===== config.mk =====
export PLATFORM = sky130hd
export DESIGN_NAME = mrv1_wb_arb
export DESIGN_NICKNAME = d
export VERILOG_FILES = /design/src/rtl/mrv1_pkg.sv /design/src/rtl/mrv1_wb_fifo.sv /design/src/rtl/mrv1_wb_arb.sv
export SDC_FILE = /design/constraint.sdc
export NUM_CORES = 1
export LEC_CHECK = 0
export ABC_CLOCK_PERIOD_IN_PS = 5700
export BUFFER_PORTS_ARGS = -buffer_cell sky130_fd_sc_hd__buf_2
export CAP_MARGIN = 20
export CORE_ASPECT_RATIO = 2
export CORE_UTILIZATION = 55
export DETAILED_ROUTE_END_ITERATION = 8
export PLACE_DENSITY = 0.74
export REMOVE_ABC_BUFFERS = 1
export SLEW_MARGIN = 10
export SYNTH_ARGS = -nofsm -noshare
export SYNTH_HDL_FRONTEND = slang
export SYNTH_HIERARCHICAL = 1
export SYNTH_SLANG_ARGS = --single-unit

===== constraint.sdc =====
create_clock -name clk_i -period 5.7 [get_ports clk_i]
set_clock_uncertainty 0.15 [all_clocks]
set_input_delay 1.425 -clock clk_i [delete_from_list [all_inputs] [get_ports clk_i]]
set_output_delay 1.425 -clock clk_i [all_outputs]
set_load 0.03 [all_outputs]

===== src/rtl/mrv1_pkg.sv =====
// Shared core-wide definitions for the mrv1 multithreaded core.
// Holds the default datapath widths and the writeback request record used by the
// writeback arbiter and its per-source FIFOs.
package mrv1_pkg;

  localparam int unsigned DATA_WIDTH    = 32;
  localparam int unsigned NUM_THREADS   = 8;
  localparam int unsigned TID_WIDTH     = $clog2(NUM_THREADS);
  localparam int unsigned RF_ADDR_WIDTH = 5;

  localparam int unsigned WB_FIFO_DEPTH = 2;

  // One register writeback: which thread, which register, what value.
  typedef struct packed {
    logic [TID_WIDTH-1:0]     tid;
    logic [RF_ADDR_WIDTH-1:0] addr;
    logic [DATA_WIDTH-1:0]    data;
  } wb_req_t;

endpackage


===== src/rtl/mrv1_wb_fifo.sv =====
// 2-entry synchronous FIFO of writeback requests.
// Ports:
//   clk_i        clock
//   rst_i        synchronous active-low reset, empties the FIFO
//   push_i       write push_data_i at the tail (caller guarantees !full_o)
//   push_data_i  entry to write
//   pop_i        drop the head entry (caller guarantees !empty_o)
//   head_o       current head entry, valid when count_o != 0
//   count_o      number of entries held (0..2)
//   full_o       count_o == depth
//   empty_o      count_o == 0
module mrv1_wb_fifo
  import mrv1_pkg::*;
#(
  parameter type entry_t = wb_req_t
) (
  input  logic       clk_i,
  input  logic       rst_i,
  input  logic       push_i,
  input  entry_t     push_data_i,
  input  logic       pop_i,
  output entry_t     head_o,
  output logic [1:0] count_o,
  output logic       full_o,
  output logic       empty_o
);

  entry_t     mem_q [WB_FIFO_DEPTH];
  entry_t     mem_d [WB_FIFO_DEPTH];
  logic [1:0] count_q, count_d;

  // Entries are kept shifted so that the head always sits in slot 0.
  always_comb begin
    mem_d   = mem_q;
    count_d = count_q;
    if (push_i && pop_i) begin
      if (count_q == 2'd2) begin
        mem_d[0] = mem_q[1];
        mem_d[1] = push_data_i;
      end else begin
        mem_d[0] = push_data_i;
      end
    end else if (push_i) begin
      mem_d[count_q[0]] = push_data_i;
      count_d           = count_q + 2'd1;
    end else if (pop_i) begin
      mem_d[0] = mem_q[1];
      count_d  = count_q - 2'd1;
    end
  end

  always_ff @(posedge clk_i) begin
    if (!rst_i) begin
      count_q  <= '0;
      mem_q[0] <= '0;
      mem_q[1] <= '0;
    end else begin
      count_q <= count_d;
      mem_q   <= mem_d;
    end
  end

  assign head_o  = mem_q[0];
  assign count_o = count_q;
  assign full_o  = (count_q == 2'(WB_FIFO_DEPTH));
  assign empty_o = (count_q == 2'd0);

endmodule


===== src/rtl/mrv1_wb_arb.sv =====
// Writeback arbiter: buffers register writebacks from NUM_SRC_P functional units in
// per-source 2-entry FIFOs and grants at most one per cycle, round-robin, to the
// register file's single registered write port. Writes to x0 are drained silently.
// Ports:
//   clk_i        clock
//   rst_i        synchronous active-low reset
//   src_valid_i  per-source writeback request
//   src_ready_o  per-source FIFO can accept (low while in reset)
//   src_tid_i    per-source thread id, packed source-major
//   src_addr_i   per-source destination register, packed source-major
//   src_data_i   per-source result data, packed source-major
//   rd_w_en_o    register-file write enable (registered)
//   rd_tid_o     write thread (registered)
//   rd_addr_o    write register (registered)
//   rd_data_o    write data (registered)
//   idle_o       all FIFOs empty and no write in the output stage
module mrv1_wb_arb
  import mrv1_pkg::*;
#(
  parameter int unsigned DATA_WIDTH_P    = DATA_WIDTH,
  parameter int unsigned NUM_THREADS_P   = NUM_THREADS,
  parameter int unsigned rf_addr_width_p = RF_ADDR_WIDTH,
  parameter int unsigned NUM_SRC_P       = 3,
  localparam int unsigned tid_width_lp   = $clog2(NUM_THREADS_P),
  localparam int unsigned src_width_lp   = $clog2(NUM_SRC_P)
) (
  input  logic                                  clk_i,
  input  logic                                  rst_i,
  input  logic [NUM_SRC_P-1:0]                  src_valid_i,
  output logic [NUM_SRC_P-1:0]                  src_ready_o,
  input  logic [NUM_SRC_P*tid_width_lp-1:0]     src_tid_i,
  input  logic [NUM_SRC_P*rf_addr_width_p-1:0]  src_addr_i,
  input  logic [NUM_SRC_P*DATA_WIDTH_P-1:0]     src_data_i,
  output logic                                  rd_w_en_o,
  output logic [tid_width_lp-1:0]               rd_tid_o,
  output logic [rf_addr_width_p-1:0]            rd_addr_o,
  output logic [DATA_WIDTH_P-1:0]               rd_data_o,
  output logic                                  idle_o
);

  // Same layout as wb_req_t, but sized by this instance's parameters.
  typedef struct packed {
    logic [tid_width_lp-1:0]    tid;
    logic [rf_addr_width_p-1:0] addr;
    logic [DATA_WIDTH_P-1:0]    data;
  } req_t;

  req_t                   push_req [NUM_SRC_P];
  req_t                   head     [NUM_SRC_P];
  logic [1:0]             count    [NUM_SRC_P];
  logic [NUM_SRC_P-1:0]   push, pop, full, empty;

  for (genvar g = 0; g < NUM_SRC_P; g++) begin : g_src
    assign push_req[g].tid  = src_tid_i[g*tid_width_lp +: tid_width_lp];
    assign push_req[g].addr = src_addr_i[g*rf_addr_width_p +: rf_addr_width_p];
    assign push_req[g].data = src_data_i[g*DATA_WIDTH_P +: DATA_WIDTH_P];

    // Ready looks only at the current fill level, never at a same-cycle pop.
    assign src_ready_o[g] = rst_i && !full[g];
    assign push[g]        = src_valid_i[g] && src_ready_o[g];

    mrv1_wb_fifo #(
      .entry_t (req_t)
    ) u_fifo (
      .clk_i       (clk_i),
      .rst_i       (rst_i),
      .push_i      (push[g]),
      .push_data_i (push_req[g]),
      .pop_i       (pop[g]),
      .head_o      (head[g]),
      .count_o     (count[g]),
      .full_o      (full[g]),
      .empty_o     (empty[g])
    );
  end

  logic [src_width_lp-1:0]    rr_q, rr_d;
  logic                       rd_w_en_q, rd_w_en_d;
  logic [tid_width_lp-1:0]    rd_tid_q, rd_tid_d;
  logic [rf_addr_width_p-1:0] rd_addr_q, rd_addr_d;
  logic [DATA_WIDTH_P-1:0]    rd_data_q, rd_data_d;

  logic                       grant_vld;
  logic [src_width_lp-1:0]    grant_idx;

  // Rotating priority: scan from rr_q upward, wrapping, first non-empty FIFO wins.
  always_comb begin
    grant_vld = 1'b0;
    grant_idx = '0;
    for (int unsigned off = 0; off < NUM_SRC_P; off++) begin
      int unsigned idx;
      idx = int'(rr_q) + off;
      if (idx >= NUM_SRC_P) idx = idx - NUM_SRC_P;
      if (!grant_vld && count[idx] != 2'd0) begin
        grant_vld = 1'b1;
        grant_idx = src_width_lp'(idx);
      end
    end
  end

  always_comb begin
    for (int unsigned i = 0; i < NUM_SRC_P; i++) begin
      pop[i] = grant_vld && (grant_idx == src_width_lp'(i));
    end
  end

  always_comb begin
    rr_d      = rr_q;
    rd_w_en_d = 1'b0;
    rd_tid_d  = rd_tid_q;
    rd_addr_d = rd_addr_q;
    rd_data_d = rd_data_q;
    if (grant_vld) begin
      rr_d      = (grant_idx == src_width_lp'(NUM_SRC_P - 1)) ? '0 : grant_idx + 1'b1;
      // x0 entries are popped and captured but never enable the write.
      rd_w_en_d = (head[grant_idx].addr != '0);
      rd_tid_d  = head[grant_idx].tid;
      rd_addr_d = head[grant_idx].addr;
      rd_data_d = head[grant_idx].data;
    end
  end

  always_ff @(posedge clk_i) begin
    if (!rst_i) begin
      rr_q      <= '0;
      rd_w_en_q <= 1'b0;
      rd_tid_q  <= '0;
      rd_addr_q <= '0;
      rd_data_q <= '0;
    end else begin
      rr_q      <= rr_d;
      rd_w_en_q <= rd_w_en_d;
      rd_tid_q  <= rd_tid_d;
      rd_addr_q <= rd_addr_d;
      rd_data_q <= rd_data_d;
    end
  end

  assign rd_w_en_o = rd_w_en_q;
  assign rd_tid_o  = rd_tid_q;
  assign rd_addr_o = rd_addr_q;
  assign rd_data_o = rd_data_q;
  assign idle_o    = (&empty) && !rd_w_en_q;

endmodule


-- Yosys cells after proc, flatten, opt, wreduce, memory -nomap -nowiden
Index checks and enable logic that the tools add are counted.
- output and inout port bits: 45
- register bits after elaboration: 289
- $add $sub $neg: 12
- eq/ne operators: 8
- reductions and logical operators: 49
- order comparisons: 13
- muxes and demuxes: 55
- bitwise logic cells: 10
- operator list (operator ; number):
    40-bit two-way mux ; 20
    80-bit bitwise mux ; 3
    80-bit two-way mux ; 3
    40-bit demux with 1-bit select ; 3
    33-bit by 3-bit >= comparator with 1-bit output (second input constant) ; 3
    32-bit inverter with 33-bit output ; 3
    32-bit two-way mux ; 3
    40-bit binary-select mux with 2-bit select ; 1
    2-bit two-way mux ; 16
    1-bit logical AND ; 18
    2-bit nonzero test ; 9
    2-bit AND reduction ; 7
    2-bit binary-select mux with 2-bit select ; 3
    3-bit nonzero test ; 3
    2-bit by 1-bit adder with 2-bit output (second input constant) ; 4
    2-bit == test (second input constant) ; 4
    2-bit >= comparator (second input constant) ; 4
    2-bit logical NOT ; 4
    3-bit by 2-bit subtractor with 4-bit output (second input constant) ; 2
    3-bit by 2-bit >= comparator with 1-bit output (second input constant) ; 2
    1-bit logical NOT ; 6
    2-bit by 1-bit < comparator with 1-bit output (second input constant) ; 3
    2-bit by 1-bit inequality test with 1-bit output (second input constant) ; 3
    1-bit inverter with 2-bit output ; 3
    other kinds (11) ; 17

-- Depth between registers and ports, before layout
- word-level depth: 19
- gate-level depth with buffers: 16

-- By module
The synthesis kept the hierarchy.
- by module, submodules not included (module ; cells an instance ; sequential area each (sq um) ; instances ; area each (sq um)):
    mrv1_wb_fifo ; 428 ; 1641.6 ; 3 ; 4015.1
    mrv1_wb_arb ; 293 ; 860.8 ; 1 ; 2502.4

-- Worst setup path after synthesis
Ideal clock, no wire load.
- path kind: input to register
- from: input port rst_i
- to: register g_src[1].u_fifo.mem_q (netlist bit g_src[1].u_fifo/head_o[9])
- arrival: 3518 ps
- path slack: 1907 ps
- stages on the path: 9
- path buffers: 1
- library setup time: 125 ps
- cells stage by stage: clkinv_1 -> nor2_1 -> and2_1 -> ha_1 -> nor2b_2 -> buf_4 -> a22o_1 -> a222oi_1 -> o2bb2ai_1
- cells in the longest elaborated chain, start to end: 4
- elaborated cells between the ends (all ways): 6
- those cells by class: 2 x mux; 4 x reduce/logical
- RTL lines (what ; line ; RTL):
    from (decl) ; mrv1_wb_arb.sv:28 ; input logic rst_i,
    1-bit logical AND * ; mrv1_wb_arb.sv:59 ; assign src_ready_o[g] = rst_i && !full[g];
    net src_ready_o[1] ; mrv1_wb_arb.sv:30 ; output logic [NUM_SRC_P-1:0] src_ready_o,
    1-bit logical AND * ; mrv1_wb_arb.sv:60 ; assign push[g] = src_valid_i[g] && src_ready_o[g];
    net push[1] ; mrv1_wb_arb.sv:51 ; logic [NUM_SRC_P-1:0] push, pop, full, empty;
    40-bit two-way mux / 1-bit logical AND (equally long branches) ; mrv1_wb_fifo.sv:43, mrv1_wb_fifo.sv:36 ;
    80-bit two-way mux / 3-bit nonzero test (equally long branches) ; - ;
    to (signal assigned) ; mrv1_wb_fifo.sv:59 ; mem_q <= mem_d;
    to (decl) ; mrv1_wb_fifo.sv:28 ; entry_t mem_q [WB_FIFO_DEPTH];
Mark *: on every way through the listed nets, which the timed path passes. The rest lies on a longest branch.
A chain may end at the register's enable or synchronous reset.

-- Final worst setup path
- from: register rr_q[0]
- to: register g_src[0].u_fifo.mem_q (netlist bit g_src[0].u_fifo/head_o[16])
- cells in the longest elaborated chain, start to end: 18
- elaborated cells between the ends (all ways): 41
- those cells by class: 5 x add/sub; 3 x order compare; 19 x mux; 3 x bitwise; 11 x reduce/logical
- RTL lines (what ; line ; RTL):
    from (decl) ; mrv1_wb_arb.sv:77 ; logic [src_width_lp-1:0] rr_q, rr_d;
    from (signal assigned) ; mrv1_wb_arb.sv:131 ; rr_q <= rr_d;
    branches (longest 15 deep; another with 3-bit by 2-bit subtractor with 4-bit output) ; - ;
    1-bit logical AND * ; mrv1_wb_arb.sv:103 ; pop[i] = grant_vld && (grant_idx == src_width_lp'(i));
    net pop[0] ; mrv1_wb_arb.sv:51 ;
    1-bit logical AND ; mrv1_wb_fifo.sv:36 ; if (push_i && pop_i) begin
    3-bit nonzero test (no source line) / 80-bit two-way mux (equally long branches) ; - ;
    to (signal assigned) ; mrv1_wb_fifo.sv:59 ;
    to (decl) ; mrv1_wb_fifo.sv:28 ;
Mark *: on every way through the listed nets, which the timed path passes. The select of a mux whose other input is x is not followed.

==> results summary <==
The run finished, with violations left. The final reports fail on design-rule violations. Measured against the total synthesized area, the mux share comes to under 10%. Setup violations remaining at the end of the flow were counted as 0. By area the synthesized netlist is led by dfxtp_1, a22o_1, a222oi_1. dfxtp_1 takes more of the synthesized area than any other cell. The placer's final routability congestion estimate is approximately 0.83. The core region is between 20000 and 30000 µm². The clock network latency to the later pin of the worst-skew pair is 0.56 ns. The number of H-tree levels is 1. The die is 232 µm tall. The worst reg-to-reg setup slack came out at between 1 and 1.5 ns. The non-filler instance count after layout is approximately 1900. The number of pins exceeding their max-slew limit in the final report came out at 0. The layout cell share with drive strength beyond 1 came out at roughly 17%.

The max-capacitance violation count came out at 0. Entering global routing, the biggest net connects 69 pins. The worst setup path startpoint is rr_q[0]. The final wirelength came out at approximately 40 mm. The detailed-router iteration count before antenna repair came out at 9. After synthesis, the share of flip-flops with an asynchronous set or reset is 0%. The final worst-path cycle share is about three quarters. The required time reported for the critical path endpoint came out at between 6 and 7 ns. The synthesized netlist devotes less than 1% of its cell area to XOR and XNOR gates. The critical path capture point is g_src[0].u_fifo/head_o[16]. The via count of the routed design is 12300. The tree is rooted in a clkbuf_16. The power density normalized to cell area came out at between 500 and 600 nW/µm². The post-synthesis cell area is between 10000 and 15000 µm². The worst-case vdd ir drop came out at around 0.00041 V. The number of cell rows came out at between 80 and 90. After global routing the overflow that remains totals 0. After detailed routing, the number of vias per cell comes to 6.47.

The number of buffers added on ports is 169. The worst register-to-register path has a depth of 12. The actual transition at the worst max-transition pin came out at slightly above 1 ns. The number of hold buffers added after cts is 0. The hold violation total from the final report is 0.

The post-synthesis share of cell area spent on and, or, nand and nor gates is approximately 10%. The share of the synthesized area in the top cell type came out at between 30% and 40%. The startpoint identified for the worst register-to-register timing path is rr_q[0]. The post-layout minimum cycle time came out at 4.37 ns. The synthesized area per cell is between 9 and 10 µm².

Setup repair after global routing left no endpoint under its margin. The met2 global-route usage came out at roughly half. The routed wire length per instance came out at approximately 21 µm. The die footprint came out at 27100 µm². The clock transition at the registers of the reported paths came out at 0.07 ns. Gates resized during post-CTS repair numbered 0. TritonCTS built the clock tree. The worst setup path is launched from a flip-flop.

The setup TNS came out at 0 ns. The number of nets in the finished design came out at about 1700. Summing the areas of all compound-gate instances in the mapped netlist gives 33.8% of the synthesized area. The die boundary width is about 120 µm. The worst hold path class is reg -> reg.

The area added between synthesis and finish is 5.86%. Yosys mapped a number of flops with a built-in enable equal to 0. The most used flip-flop cell after synthesis is dfxtp_1.

The sequential fraction of the synthesis area came out at between 30 and 40%. The initial antenna violation count came to 3. Global routing consumed, on the met3 layer, around 2.7% of the routing resources.

The arithmetic-cell share of the synthesized area counting full adders, half adders and majority gates is 1.12%. In this run, distinct cell masters in the synthesized netlist total between 50 and 60. For met1 alone, demand over resource in global routing was 37.6%. The initial utilization of the core area, before any placement, comes to a little under three fifths. The register bit count reported by yosys came out at between 200 and 300. The first-pass GRT wire length came out at a little over 60 mm. The worst register-to-register path ends at g_src[0].u_fifo/head_o[16]. In this run the most used layer during global routing was met2. The DRC violation count after routing came out at 1. The largest buffer count on any clock path came out at 3. The HPWL after detailed placement came out at around 25 mm. The number of cells after detailed placement came out at 1849. The worst setup slack after placement came out at about 1.4 ns. The remaining antenna violation count came out at 0.

The number of CTS-inserted buffers is 26. The total number of clock tree sinks came out at 289. The data arrival time of the critical path came out at ~4.7 ns. The dominant combinational cell family by area after synthesis is compound AO/OA/AOI/OAI gates. The max-slew headroom at the worst pin came out at 31.2%.

The highest clock frequency the design can meet came out at 229 MHz. After synthesis, the most frequently instantiated cells are dfxtp_1, nand2_1, a22o_1. The largest fanout on the critical path came out at 37.

The number of global-route vias before repair came out at roughly 11000. The total setup buffers inserted after CTS is 0. During I/O placement, the number of pins put on the boundary was 170. The least setup slack across all paths after layout came out at 1.33 ns. The critical path is of the reg -> reg type.

Summed over all cells, the static leakage comes to 5.78 nW. The number of DRC violations after detailed-routing iteration 0 is 1740. In the synthesized netlist, the number of instances is ~1600. For this run, the total global-route usage over all layers was measured as slightly below 30%. STA classifies the critical path endpoint as a flip-flop. The count of warnings emitted by yosys is 6.
-- through the flow --
stage                     utilization (%)  total power, mW  hold slack, ns  instance area (µm²)
after floorplan                         -             4.77           0.281                12900
after global placement               56.0             5.75           0.288                14500
after detailed placement             56.0             5.80           0.294                14500
after CTS                            59.5             7.69           0.304                15400
after global routing                 59.6             8.09           0.321                15400
final                                59.6             7.71           0.304                15400
-- power breakdown --
part,switching (mW),total [mW],internal (mW),leakage (nW)
registers,0.244,2.60,2.35,2.34
logic,2.16,3.23,1.07,2.99
clock network,0.815,1.88,1.07,0.449
total,3.22,7.71,4.49,5.78
-- how the worst min path moves through the flow --
stage	start	to	slack, ns	depth (start not counted)
floorplan	g_src[0].u_fifo/mem_q[31]	g_src[0].u_fifo/mem_q[31]	0.28	2
global route	rd_addr_o[4]	rd_addr_o[4]	0.32	2
CTS	rd_addr_o[4]	rd_addr_o[4]	0.30	2
detailed placement	rd_addr_o[4]	rd_addr_o[4]	0.29	2
finish	rd_addr_o[4]	rd_addr_o[4]	0.30	2
global placement	g_src[0].u_fifo/mem_q[39]	g_src[0].u_fifo/mem_q[39]	0.29	2
-- state kept, by name, summed over array words and instances (netlist names) --
signal / count
g_src.u_fifo/head_o: 120
g_src.u_fifo/mem_q: 120
rd_data_o: 32
g_src.u_fifo/count_o: 6
rd_addr_o: 5
rd_tid_o: 3
rr_q: 2
rd_w_en_o: 1
-- worst max-delay path, cell delays in order (launching register included) --
cell and delay [ns]:
dfxtp_1 0.34, inv_1 0.09, ha_1 0.34, nor2b_1 0.28, and2_1 0.18, o311ai_1 0.13, a41oi_4 0.52, nor3b_1 0.47
ha_1 0.39, inv_1 0.13, nor2_4 0.77, a222oi_1 0.26, o2bb2ai_1 0.21
-- cell type report --
type	instances	area, µm²
well taps	340	425
diodes	1	2.50
clock inverters	14	168
clock buffers	34	751
flip-flops and latches	289	5790
fillers	2261	10500
inverters	21	78.8
multi-input cells	1001	7120
repair buffers	198	1070
-- routing by layer --
layer,vias to the layer above,wire length [µm]
li1,5727,-
met1,5985,16300
met2,482,19600
met3,78,2420
met4,4,1310
met5,-,27
-- kinds of logic (layout without fill, tap and decap cells) --
logic type               count (synthesis)  count (layout)
AND/OR/NAND/NOR                        357             357
flip-flops                             289             289
multiplexers                            40              40
XOR/XNOR                                 9               9
AO/OA/AOI/OAI                          582             582
adder cells (fa/ha/maj)                 13              13
other                                    0               1
buffers and inverters                  287             267
-- cells in the final DEF (no fill, tap or decap), types with 4 or more instances in the layout --
master       n
inv_1       20
xnor2_1      6
nor2b_2      6
buf_2      168
nor3_1       4
clkinv_2     6
nor2_1      15
o2bb2ai_1  123
o21ai_0     40
nand2_1    289
a21boi_1   120
a22o_1     149
a21oi_1      5
ha_1        13
nor2_4       5
buf_4       30
clkbuf_8     7
a22oi_1      9
dfxtp_1    289
or2_0        4
clkbuf_16   26
mux2i_1     39
nor2b_1      4
and2_1      15
a222oi_1   111
Note: power is estimated with default switching activity, not from simulation.
